==> config.mk <==
export PLATFORM = sky130hd
export DESIGN_NAME = fifo_chk_pattern
export DESIGN_NICKNAME = d
export VERILOG_FILES = /design/src/rtl/fifo_chk_pkg.sv /design/src/rtl/fifo_chk_pattern.sv
export SDC_FILE = /design/constraint.sdc
export NUM_CORES = 1
export LEC_CHECK = 0
export CAP_MARGIN = 25
export CORE_MARGIN = 4
export CORE_UTILIZATION = 49
export DETAILED_ROUTE_END_ITERATION = 7
export MAX_ROUTING_LAYER = met4
export PLACE_DENSITY_LB_ADDON = 0.2
export SLEW_MARGIN = 25
export SYNTH_ARGS = -nofsm -noshare
export SYNTH_HDL_FRONTEND = slang
export SYNTH_SLANG_ARGS = --single-unit
==> constraint.sdc <==
create_clock -name clk -period 4.77 [get_ports clk]
set_input_delay 0.7155 -clock clk [delete_from_list [all_inputs] [get_ports clk]]
set_output_delay 0.7155 -clock clk [all_outputs]
set_load 0.01 [all_outputs]
==> src/rtl/fifo_chk_pkg.sv <==
// fifo_chk_pkg: types and defaults shared by the FIFO read checker and the write-side tester
package fifo_chk_pkg;
    typedef enum logic [1:0] {IDLE, RUN, DRAIN, DONE} state_t;
    localparam int DEF_DATA_W = 64;
    localparam int DEF_CNT_W = 32;
endpackage

==> src/rtl/fifo_chk_pattern.sv <==
// fifo_chk_pattern: expected-word generator, loads SEED and counts up modulo 2^DATA_W
module fifo_chk_pattern
    import fifo_chk_pkg::*;
#(
    parameter int DATA_W = DEF_DATA_W,
    parameter logic [DATA_W-1:0] SEED = '0
) (
    input  logic              clk,
    input  logic              rst,
    input  logic              load,
    input  logic              adv,
    output logic [DATA_W-1:0] value
);
    always_ff @(posedge clk) begin
        if (rst || load) value <= SEED;
        else if (adv) value <= value + DATA_W'(1);
    end
endmodule

[Word-level counts from Yosys, hierarchy flattened]
Cells that the tools add are included.
Widths: inputs -> output; s select.
Word-level totals
  output and inout port bits: 64
  register bits after elaboration: 64
Operators by class
  reductions and logical operators: 1
  add/subtract/negate cells: 1
Operators with widths (count)
  $add 64x1->64 const B: 1
  $logic_or 1x1->1: 1

[Depth between registers and ports, before layout]
  depth in word-level cells: 1
  gate-level depth with buffers: 8

[Least setup slack after synthesis]
No wires, ideal clock.
  path type: input to register
  start point: input port adv
  end point: register value[46]
  slack: 2.404 ns
  arrival time: 2.296 ns
  data required time: 4.700 ns
  stages on the path: 6
  path buffers: 1
  library setup time: 0.070 ns
  cell sequence: buf_2 > nand2_1 > nor4_4 > nand4_1 > or4b_1 > a21oi_1
RTL lines
  from (decl): RTL line fifo_chk_pattern.sv:11  | input logic adv,
  to (signal assigned): RTL line fifo_chk_pattern.sv:16  | else if (adv) value <= value + DATA_W'(1);
  to (decl): RTL line fifo_chk_pattern.sv:12  | output logic [DATA_W-1:0] value

==> results summary <==
The endpoint kind of the worst setup timing path is a flip-flop. The part of the total power dissipated in the clock network is 0.440. The routability-driven placement congestion ratio came out at between 0.7 and 0.8. The initial antenna violation count came out at 0. By count the netlist is led by sky130_fd_sc_hd__dfxtp_1, sky130_fd_sc_hd__nor2_1, sky130_fd_sc_hd__nand4_1, sky130_fd_sc_hd__a21oi_1, sky130_fd_sc_hd__nand2_1. The worst-case setup margin in the final layout is 1.786 ns. In the final layout, the share of cells above drive strength 1 is 0.06849. The final setup TNS came out at 0 ns.

The antenna cell count is 0. The clock passes through at most 2 buffers. The class of the tightest hold or removal check is flip-flop to flip-flop. Entering global routing, the biggest net connects 36 pins. The number of nets in the layout came out at between 400 and 500.

The clock buffer count from CTS came out at 9. The worst hold path terminates at value[63]. The number of setup buffers added after CTS came out at 0. The number of instances in the placed design is 497. The register bank with the most flops is value. The critical path data arrival time is ~3.3 ns. The nature of the critical path startpoint is an input pin.

The worst register-to-register path ends at value[56]. In the post-synthesis netlist, the biggest area contributors are sky130_fd_sc_hd__dfxtp_1, sky130_fd_sc_hd__nand4_1, sky130_fd_sc_hd__nor2_1. The clock latency on the worst-skew pair came out at approximately 0.34 ns.

The switching power of the nets came out at roughly 0.22 mW. The buffer cell driving the clock tree root is sky130_fd_sc_hd__clkbuf_8. The sequential cell area fraction in the yosys report came out at 0.4111. Of all cell types, the one taking the most synthesized area is sky130_fd_sc_hd__dfxtp_1.

The number of hold buffers added after CTS came out at 0. The final-report max-slew violation count is 0. The worst setup slack after placement came out at between 1 and 1.5 ns. The cell area that synthesis handed to floorplanning was slightly above 3000 um2.

The total wirelength of the detailed-routed design is 7.650 mm. The actual transition at the worst max-transition pin is a little over 0.7 ns. Dividing total power by cell area gives a power density of between 200 and 250 nW/um2. In the finished design, the share of the clock period the worst path needs comes to 0.6256.

The average instance in the mapped netlist occupies around 8.4 um2. Counting every net in the synthesized netlist gives around 380. The number of synthesized flops with an enable pin came out at 0. The combinational share of power came out at 0.017. The number of filler instances in the final layout came out at between 500 and 600. The cell depth of the worst flop-to-flop path is 5.

The flip-flop count of the largest register after layout came out at 64. The synthesized design contains 64 register bits. The timing-limited maximum frequency came out at roughly 0.34 GHz. The count of boundary I/O pins is 68. Measured along the y axis, the die boundary spans slightly below 90 um. The number of warnings printed during yosys synthesis is 0. Among all flip-flop cells after synthesis, the most frequent one is sky130_fd_sc_hd__dfxtp_1. The total of cells resized after clock tree synthesis is 0. The final standard cell count with taps included and fillers excluded came out at 513. In this run the standard cell core region covers 6061 um2. The clock skew after layout came out at 0.005300 ns. In the final layout, the registers with the most flip-flops are value: 64 flops.

The width of the die came out at 87.76 um. The signed area change from the synthesized netlist to the final layout is 27.94%. The fraction of registers with async set or reset after synthesis came out at 0.

The flop-to-flop setup slack is approximately 2.0 ns. After floorplanning, the core was divided into 28 placement rows. Across all hold checks on the routed design, the worst slack comes to between 0.4 and 0.5 ns.

The count of mapped cells out of synthesis came out at 372. The maximum cell stage delay along the critical path is around 0.7 ns. In the routed design, unresolved DRC markers number 0. The proportion of power drawn by flip-flops and latches came out at 0.543. The internal power component is between 0.7 and 0.8 mW. The estimated wirelength of the detail-placed design came out at approximately 5.2 mm. Of the total power, the share spent switching nets is 0.2208. The initial cell density of the core is 0.5142.

The depth of the worst hold-timing path is 2. The TritonCTS clock tree is yes. The total overflow reported by the global router is 0.

Setup violations remaining at the end of the flow were counted as 0. The largest fanout on the critical path is 14. In the global route stage, overall resource usage came out at 0.2125.

The run finished with clean final reports. The critical path data required time is 5.03 ns. The total count of hold-check failures in the final report is 0. The tightest slew margin relative to the limit is 0.5139. The static leakage power is roughly 1.2 nW.

The number of maximum-capacitance constraint violations is 0. The number of global-route vias before repair came out at approximately 2,700. The routed wirelength normalized by instance count came out at 14.91 um. The leading cell type by number of instances after synthesis is sky130_fd_sc_hd__dfxtp_1.

The final period demand of the worst path came out at 2.984 ns. The number of nets with antenna violations after routing came out at 0. The number of sinks driven by the clock tree came out at between 60 and 70. Traced cell by cell, the critical path runs through clkdlybuf4s50_1 -> nand2_1 -> nor4_4 -> nand4_1 -> or3_1 -> a21oi_1. The first-pass GRT wire length is approximately 13 mm. The path type of the worst setup path is input pin to flip-flop. The startpoint of the worst-slack reg-to-reg timing path is value[12].

The die covers just under 8000 um2. The CTS clock-pin slew for the worst setup and hold paths is approximately 0.070 ns. Among all stages on the critical path, the largest delay is contributed by sky130_fd_sc_hd__clkdlybuf4s50_1. The via count is 2,960.

The share of synthesized area in the top cell type comes to 0.4111. Setup repair after global routing left no endpoint under its margin. In this run the most critical hold path is launched from value[63]. During placement, the flow inserted port buffers numbering 67.

The number of library cell types mapped by synthesis is 35. The number of H-tree levels came out at 3. VDD sags by at most between 100 and 150 uV. The number of DRC violations after detailed-routing iteration 0 is roughly 220. The number of search-and-repair iterations in the first detailed-routing pass came out at 4. The per-cell via count in the routed design came out at 5.770.
worst max-delay path: cells and delay by family:
kind,cells,cell delay [ns]
buffers and inverters,1,0.70
AOI/OAI and AO/OA,1,0.16
and+or+nand+nor,4,1.68
power groups by stage:
stage / Combinational (mW) / Clock [mW] / Sequential (mW)
after global routing: 0.0183 / 0.460 / 0.535
after floorplan: 0.0108 / 0 / 0.548
after detailed placement: 0.0171 / 0 / 0.548
final: 0.0172 / 0.434 / 0.536
after CTS: 0.0173 / 0.441 / 0.536
after global placement: 0.0171 / 0 / 0.548
final cells by class:
cell class,instances,area (um2),area share
flip-flops and latches,64,1281,0.3213
inverters,10,37.54,0.009413
multi-input cells,280,1713,0.4296
repair buffers,68,678.2,0.1701
clock inverters,3,15.01,0.003765
well taps,75,93.84,0.02353
clock buffers,13,168.9,0.04236
metal layers:
| layer | share of wire | wire [um] | track usage |
|---|---|---|---|
| met3 | 0.050 | 383 | 0.03198 |
| met4 | 0.019 | 147 | 0.1046 |
| met5 | 0 | 0 | - |
| met1 | 0.46 | 3544 | 0.2729 |
| met2 | 0.47 | 3574 | 0.3253 |
how the worst max path moves through the flow:
stage / endpoint / cells past startpoint / slack (ns) / startpoint
4_1_cts: value[56] / 6 / 1.81 / adv
3_3_place_gp: value[56] / 6 / 1.56 / adv
5_1_grt: value[56] / 6 / 1.53 / adv
2_1_floorplan: value[46] / 6 / 2.40 / adv
6_report: value[56] / 6 / 1.79 / adv
3_5_place_dp: value[56] / 6 / 1.46 / adv
kinds of logic (layout without fill, tap and decap cells):
group | count (synthesis) | after routing | share of synthesized area
and+or+nand+nor | 192 | 192 | 0.3497
DFF | 64 | 64 | 0.4111
AOI/OAI and AO/OA | 48 | 48 | 0.08591
xor gates and xnor gates | 38 | 38 | 0.1068
buffers and inverters | 28 | 94 | 0.03934
adders and majority gates | 1 | 1 | 0.004014
muxes | 1 | 1 | 0.003212
through the flow:
step | instance area (um2) | power (mW) | utilization
after floorplan | 3117 | 0.5589 | -
after global placement | 3804 | 0.5650 | 0.6276
after CTS | 3988 | 0.9937 | 0.6579
after detailed placement | 3804 | 0.5651 | 0.6276
final | 3988 | 0.9870 | 0.6579
after global routing | 3988 | 1.013 | 0.6579
cells in the final DEF, fill, tap and decap left out, types with 10 or more instances in the layout:
cell / instances
sky130_fd_sc_hd__a21oi_1: 23
sky130_fd_sc_hd__nor3_1: 10
sky130_fd_sc_hd__xor2_1: 19
sky130_fd_sc_hd__o21ai_0: 14
sky130_fd_sc_hd__nand3_1: 20
sky130_fd_sc_hd__dfxtp_1: 64
sky130_fd_sc_hd__nor2_1: 49
sky130_fd_sc_hd__nand2_1: 22
sky130_fd_sc_hd__clkbuf_8: 12
sky130_fd_sc_hd__nand4_1: 30
sky130_fd_sc_hd__or3_1: 16
sky130_fd_sc_hd__xnor2_1: 19
sky130_fd_sc_hd__or4_1: 10
sky130_fd_sc_hd__clkdlybuf4s50_1: 67
sky130_fd_sc_hd__inv_1: 10
Power figures use the tool's default switching activity.
